File: config.mk
export PLATFORM = sky130hd
export DESIGN_NAME = axis_result_fifo
export DESIGN_NICKNAME = d
export VERILOG_FILES = /design/src/rtl/axis_result_fifo.sv
export SDC_FILE = /design/constraint.sdc
export NUM_CORES = 1
export LEC_CHECK = 0
export CORE_AREA = 4 4 324 326
export CTS_BUF_LIST = sky130_fd_sc_hd__clkbuf_4
export DETAILED_ROUTE_END_ITERATION = 10
export DIE_AREA = 0 0 328 330
export GPL_TIMING_DRIVEN = 0
export HOLD_SLACK_MARGIN = 0.06
export PLACE_DENSITY_LB_ADDON = 0.25
export SLEW_MARGIN = 20
export SYNTH_ARGS = -nofsm -noshare
export SYNTH_HDL_FRONTEND = slang
export SYNTH_SLANG_ARGS = --single-unit
export TNS_END_PERCENT = 30
File: constraint.sdc
create_clock -name s00_axis_aclk -period 8.3 [get_ports s00_axis_aclk]
set_input_delay 0.83 -clock s00_axis_aclk [delete_from_list [all_inputs] [get_ports s00_axis_aclk]]
set_output_delay 0.83 -clock s00_axis_aclk [all_outputs]
set_load 0.005 [all_outputs]
File: src/rtl/axis_result_fifo.sv
// rtl/axis_result_fifo.sv - result-beat FIFO that adds backpressure between the array and the DMA
//
// Purpose:
//   The array's m00 AXIS master has no tready, so it cannot be stalled.
//   This block buffers each result beat ({tlast, tdata}) in a first-word
//   fall-through FIFO. It re-presents the beats as a fully handshaked AXIS
//   master toward the DMA. Beats that arrive while the FIFO is full are
//   dropped, and the drop is reported through a sticky flag and a saturating
//   counter. Frames that are delivered downstream are counted.
//
// Ports:
//   s00_axis_aclk     single clock for both interfaces
//   s00_axis_aresetn  synchronous active-low reset
//   s00_axis_tdata    result beat from the array (LANES*OUT_WIDTH bits)
//   s00_axis_tvalid   beat present; upstream never waits
//   s00_axis_tlast    last beat of a result frame
//   s00_axis_tready   space available (informational only)
//   m00_axis_tdata    head-of-FIFO data
//   m00_axis_tvalid   FIFO non-empty
//   m00_axis_tready   downstream accept
//   m00_axis_tlast    head-entry tlast
//   ovf_clr           one-cycle pulse; clears overflow and drop_count
//   overflow          sticky: at least one beat was dropped
//   drop_count        dropped beats, saturating
//   frame_count       tlast beats delivered downstream, wrapping
//
// Optional feature (macro RESULT_FIFO_STATS_EN):
//   max_level         high-water mark of the fill level since reset/ovf_clr
//   beat_count        total beats delivered downstream, wrapping
//
// DEPTH must be a power of two and at least 4.

module axis_result_fifo #(
  parameter int LANES     = 4,
  parameter int OUT_WIDTH = 16,
  parameter int DEPTH     = 16,
  parameter int CNT_WIDTH = 16
) (
  input  logic                         s00_axis_aclk,
  input  logic                         s00_axis_aresetn,
  input  logic [LANES*OUT_WIDTH-1:0]   s00_axis_tdata,
  input  logic                         s00_axis_tvalid,
  input  logic                         s00_axis_tlast,
  output logic                         s00_axis_tready,
  output logic [LANES*OUT_WIDTH-1:0]   m00_axis_tdata,
  output logic                         m00_axis_tvalid,
  input  logic                         m00_axis_tready,
  output logic                         m00_axis_tlast,
  input  logic                         ovf_clr,
  output logic                         overflow,
  output logic [CNT_WIDTH-1:0]         drop_count,
  output logic [CNT_WIDTH-1:0]         frame_count
`ifdef RESULT_FIFO_STATS_EN
  ,
  output logic [$clog2(DEPTH):0]       max_level,
  output logic [CNT_WIDTH-1:0]         beat_count
`endif
);

  localparam int DW = LANES * OUT_WIDTH;
  localparam int AW = $clog2(DEPTH);
  localparam logic [AW:0]          CNT_FULL = (AW+1)'(DEPTH);
  localparam logic [CNT_WIDTH-1:0] CNT_MAX  = '1;

  logic [DW:0]   mem [DEPTH];
  logic [AW-1:0] wr_ptr;
  logic [AW-1:0] rd_ptr;
  logic [AW:0]   count;
  logic [DW:0]   head;
  logic          pop;
  logic          push;
  logic          drop;

  // First-word fall-through: the head entry is always visible on m00.
  // It stays stable during a stall because rd_ptr only moves on pop.
  assign head            = mem[rd_ptr];
  assign m00_axis_tdata  = head[DW-1:0];
  assign m00_axis_tlast  = head[DW];
  assign m00_axis_tvalid = (count != '0);

  // s00_axis_tready is derived from the registered count only. This keeps it
  // free of any combinational path from m00_axis_tready.
  assign s00_axis_tready = (count < CNT_FULL);

  assign pop  = m00_axis_tvalid & m00_axis_tready;
  // When the FIFO is full, a simultaneous pop frees the slot that the write
  // lands in, so the beat is still accepted.
  assign push = s00_axis_tvalid & (s00_axis_tready | pop);
  assign drop = s00_axis_tvalid & ~push;

  // Storage is never reset. Entries become unreachable once the pointers
  // and count are cleared.
  always_ff @(posedge s00_axis_aclk) begin
    if (s00_axis_aresetn && push) begin
      mem[wr_ptr] <= {s00_axis_tlast, s00_axis_tdata};
    end
  end

  always_ff @(posedge s00_axis_aclk) begin
    if (!s00_axis_aresetn) begin
      wr_ptr <= '0;
      rd_ptr <= '0;
      count  <= '0;
    end else begin
      if (push) begin
        wr_ptr <= wr_ptr + AW'(1);
      end
      if (pop) begin
        rd_ptr <= rd_ptr + AW'(1);
      end
      case ({push, pop})
        2'b10:   count <= count + (AW+1)'(1);
        2'b01:   count <= count - (AW+1)'(1);
        default: count <= count;
      endcase
    end
  end

  // Drop takes priority over ovf_clr. A drop in the clearing cycle leaves
  // overflow set and drop_count at exactly one.
  always_ff @(posedge s00_axis_aclk) begin
    if (!s00_axis_aresetn) begin
      overflow   <= 1'b0;
      drop_count <= '0;
    end else if (drop) begin
      overflow <= 1'b1;
      if (ovf_clr) begin
        drop_count <= CNT_WIDTH'(1);
      end else if (drop_count != CNT_MAX) begin
        drop_count <= drop_count + CNT_WIDTH'(1);
      end
    end else if (ovf_clr) begin
      overflow   <= 1'b0;
      drop_count <= '0;
    end
  end

  always_ff @(posedge s00_axis_aclk) begin
    if (!s00_axis_aresetn) begin
      frame_count <= '0;
    end else if (pop && m00_axis_tlast) begin
      frame_count <= frame_count + CNT_WIDTH'(1);
    end
  end

`ifdef RESULT_FIFO_STATS_EN
  // The high-water mark tracks the registered count. After ovf_clr it
  // restarts from zero and picks up the current level on the following edge.
  always_ff @(posedge s00_axis_aclk) begin
    if (!s00_axis_aresetn) begin
      max_level <= '0;
    end else if (ovf_clr) begin
      max_level <= '0;
    end else if (count > max_level) begin
      max_level <= count;
    end
  end

  always_ff @(posedge s00_axis_aclk) begin
    if (!s00_axis_aresetn) begin
      beat_count <= '0;
    end else if (pop) begin
      beat_count <= beat_count + CNT_WIDTH'(1);
    end
  end
`endif

endmodule

; ---- Word level (Yosys, flattened, before mapping)
; Memory sizes are Yosys's and may differ from the RTL's. A register that Yosys moved wholly into a read port is not among the register bits.
; Index checks and enable logic that the tools add are counted.
[totals]
in_bits = 70
ramBits = 1040
out_inout_bits = 100
mem_count = 1
regBits = 46
word_cells = 40
[op_classes]
addsub = 6
reduce_logical = 7
magnitude_cmp = 1
n_mux = 11
bitwise_logic = 5
eq_ne = 3
[mem_list]
columns = memory, depth, word_bits, read_ports, rd_ports_with_merged_regs, wr, line
row1 = mem, 16, 65, 1, 1, 1, 65  ; logic [DW:0] mem [DEPTH];
[op_table]
columns = op, count
row1 = 16-bit 2-to-1 mux, 4
row2 = "16-bit by 1-bit adder with 16-bit output, second input constant", 2
row3 = "16-bit != test, second input constant", 1
row4 = 5-bit case mux with 2 select lines, 1
row5 = "4-bit by 1-bit adder with 4-bit output, second input constant", 2
row6 = 4-bit 2-to-1 mux, 2
row7 = 2-bit nonzero test, 3
row8 = "5-bit by 1-bit adder with 5-bit output, second input constant", 1
row9 = "5-bit less-than comparator, second input constant", 1
row10 = 5-bit nonzero test, 1
row11 = "5-bit by 1-bit subtractor with 5-bit output, second input constant", 1
row12 = 1-bit 2-to-1 mux, 4
row13 = 1-bit AND, 3
row14 = "2-bit by 1-bit equality test with 1-bit output, second input constant", 1
row15 = "2-bit equality test, second input constant", 1
row16 = 1-bit logical AND, 2
row17 = 2-bit AND reduction, 1
row18 = 1-bit NOT, 1
row19 = 1-bit OR, 1

; ---- Longest topological paths before layout
[depth]
word_depth = 8
ltp_mapped = 13
mapped_depth_nobuf = 12

; ---- Worst setup path before layout
; OpenSTA, ideal clock, no wires.
[synth_path]
path_type = in2reg
startpoint = input m00_axis_tready
endpoint = memory mem[4][0] in the netlist's numbering (enable)
stages = 6
path_slack_ns = 4.612
setup_ns = 0.430
arrival_ns = 3.258
required_ns = 7.870
path_buffers = 1
path_cell_list = nand2b_1 -> and2_1 -> clkbuf_1 -> and3_1 -> nor2b_1 -> and2_1
[synth_via]
elab_chain_cells = 6
[synth_lines]
columns = item, line
row1 = "start, declared", 47  ; input logic m00_axis_tready,
row2 = 1-bit AND, 85  ; assign pop = m00_axis_tvalid & m00_axis_tready;
row3 = 1-bit OR, 88  ; assign push = s00_axis_tvalid & (s00_axis_tready | pop);
row4 = 1-bit AND, 88
row5 = 1-bit logical AND, 94  ; if (s00_axis_aresetn && push) begin
row6 = 1-bit 2-to-1 mux, 94
row7 = 1-bit 2-to-1 mux (not written as such), 95  ; mem[wr_ptr] <= {s00_axis_tlast, s00_axis_tdata};
row8 = "end, declared", 65
; Every way passes these cells.

==> impl_results.md <==
- IO Count: 170
- Reg-to-reg critical path endpoint: mem[5][24]$_DFFE_PP_
- CTS tree: yes
- Clock buffer depth: 4
- Tcrit/Tclk final: 65.4%
- Fraction of registers with async set/reset: 0%
- Detailed Place HPWL: 56200 um
- Post_cts resized: 0
- Critical path cell sequence: buf_2, clkbuf_1, clkbuf_1, mux4_2, mux4_2, clkdlybuf4s50_1
- CTS hold repair buffers: 0
- Mapped Avg Cell Area: 23.7 um2
- Vias in the first global route: 22233
- Root Buffer: clkbuf_4
- Clock network fraction of design power: 34.2%
- Routed Antenna Nets: 0
- Final Hold Fails: 0
- Cell internal pwr: 9.89 mW
- Count of pins over their slew limit: 0
- Number of remaining DRC errors: 0
- GRT Overall Usage: 18.6%
- Setup bufs post-CTS: 0
- Cts bufs inserted: 297
- Vias per cell: 5.39
- Synth Flop Type: edfxtp_1
- Power per cell area: 268 nW/um2
- Switching Fraction: 24.9%
- Outcome: completed
- Router iterations before antenna repair: 5
- Slowest stage cell on the critical path: clkbuf_1
- Hold Path Class: in2reg
- Final Non-Filler Cells: 3799
- Clock Sinks: 1090
- Worst-Margin Slew: 1060 ps
- Dominant cells by area after synthesis: edfxtp_1, mux4_2, dfxtp_1
- Synth area leader: edfxtp_1
- Critical Path AT: 4600 ps
- VDD IR max: 142 uV
- Worst-Skew Late Latency: 1120 ps
- Crit path kind: reg2out
- Worst Skew: 67.6 ps
- Clock transition at path regs: 70 ps
- Post-synth EDFFs: 1040
- Logic pwr share: 19.2%
- Post-synth net total: 1835
- # H-tree levels: 5
- Layout area overhead: 18.3%
- Crit path capture type: output pin
- Dpl cells: 3316
- Port bufs: 169
- Final setup TNS: 0 ps
- WL final: 99100 um
- Synthesized flop and latch total: 1090
- Starting Density: 40.9%
- GRT Residual Overflow: 0
- WL/cell: 26.1 um
- Net Sw Power: 3.28 mW
- Largest net degree at the start of global routing: 36
- Startpoint Class: register
- Core Region: 102000 um2
- Worst Path Max Fanout: 10
- Sequential share of the synthesized area: 77.5%
- Die H: 330 um
- RSZ-0062 raised after global routing: no
- Yosys top cell area share: 75.1%
- Crit path largest cell delay: 790 ps
- Critical Path RT: 7470 ps
- Synth top cells by count: edfxtp_1, mux4_2, dfxtp_1, nor2_1, nand2_1
- Synth Instances: 1753
- Synth Warn #: 0
- FMAX: 184 MHz
- Row count: 117
- R2r worst-path depth: 7
- P_leak: 15.3 nW
- Max-cap violations: 0
- Final setup fails: 0
- Vias post-DR: 20469
- Count leader, synth: edfxtp_1
- Slew Limit Headroom: 29.6%
- First-pass GRT wire length: 145000 um
- Layout cell share with drive strength beyond 1: 34.7%
- Die width: 328 um
- R2R Setup Slk: 5370 ps
- Hold Path Depth: 4
- Reg-to-Reg Start: count[4]$_SDFFE_PN0P_
- Die area: 108000 um2
- Post-Synthesis Cell Area: 41600 um2
- Worst Hold Launch: ovf_clr
- Final Critical Period: 5430 ps
- Initial antenna violation count: 8
- Share of power burned in registers: 46.6%
- Drt first-iter violations: 1632
- Hold path endpoint: overflow$_SDFFE_PN0P_
- Number of library cell types mapped by synthesis: 48
- Fin nets: 2329
- Final GP Congestion: 0.781
## worst max-delay path, delay by kind of cell, from the launching register on
family | cells | cell delay (ps)
buffers and inverters | 4 | 2210
multiplexers | 2 | 1000
flip-flops | 1 | 300
## sequential cells by signal, summed over array words and instances (netlist names), named ones only
register     cells
mem           1040
wr_ptr           4
count            5
frame_count     16
overflow         1
drop_count      16
rd_ptr           4
## power by group through the flow
stage	registers [mW]	clock network, mW	logic, mW
after global placement	6.26	0	2.55
after global routing	6.14	4.97	2.72
final	6.13	4.50	2.53
after floorplan	6.25	0	1.62
after detailed placement	6.25	0	2.59
after CTS	6.13	4.65	2.60
## area by class of cell
| cell class | count | area (um2) |
|---|---|---|
| Multi-Input combinational cell | 570 | 8890 |
| Antenna cell | 7 | 17.5 |
| Inverter | 12 | 45.0 |
| Clock inverter | 66 | 419 |
| Buffer | 81 | 450 |
| Tap cell | 1368 | 1710 |
| Fill cell | 8363 | 52600 |
| Timing Repair Buffer | 195 | 2330 |
| Sequential cell | 1090 | 32200 |
| Clock buffer | 410 | 3080 |
## stage by stage
step	power [mW]	worst slack (ps)	cell area, um2	hold WS, ps	util, %
final	13.2	2870	49200	457	48.3
after floorplan	7.87	4610	41600	462	-
after CTS	13.4	2740	49200	311	48.3
after global placement	8.80	1670	45000	463	44.2
after global routing	13.8	2670	49200	373	48.3
after detailed placement	8.84	3940	45700	467	44.9
## logic make-up (layout without fill, tap and decap cells)
logic type                 after synthesis  in the layout  share of synthesized area [%]
DFF                                   1090           1090                           77.5
muxes                                  335            335                           17.7
and+or+nand+nor                        156            156                           1.94
buffers and inverters                   93            764                           1.19
AOI/OAI and AO/OA                       44             44                          0.762
xor gates and xnor gates                23             23                          0.485
adders and majority gates               12             12                          0.379
other                                    0              7                              0
## cells in the final DEF (no fill, tap or decap), drive strengths merged, types with 6 or more instances in the layout
cell type,instances
o21ai,8
xnor2,12
xor2,11
nand4,10
nand2b,6
edfxtp,1040
ha,11
diode,7
bufinv,6
clkbuf,440
mux2i,15
nor3,6
nand2,33
nor2,44
and2,16
clkinv,56
dfxtp,50
nand3,13
and3,13
mux4,320
a21oi,19
buf,77
clkdlybuf4s50,169
inv,16
## worst max path at each step
stage / startpoint / to / depth (start not counted)
6_report: register / m00_axis_tdata[62] / 6
5_1_grt: register / m00_axis_tdata[62] / 6
3_5_place_dp: register / m00_axis_tdata[58] / 6
3_3_place_gp: m00_axis_tready / mem[0][33]$_DFFE_PP_ / 7
4_1_cts: register / m00_axis_tdata[58] / 6
2_1_floorplan: m00_axis_tready / mem[4][0]$_DFFE_PP_ / 6
## routing by layer
metal  track usage, %  wire length, um  part of all wire, %
met1             25.3            41600                   42
met2             30.0            48900                   49
met3             4.77             6910                  7.0
met4             5.46             1590                  1.6
met5                0               13                0.013
(Power assumes the default switching activity.)
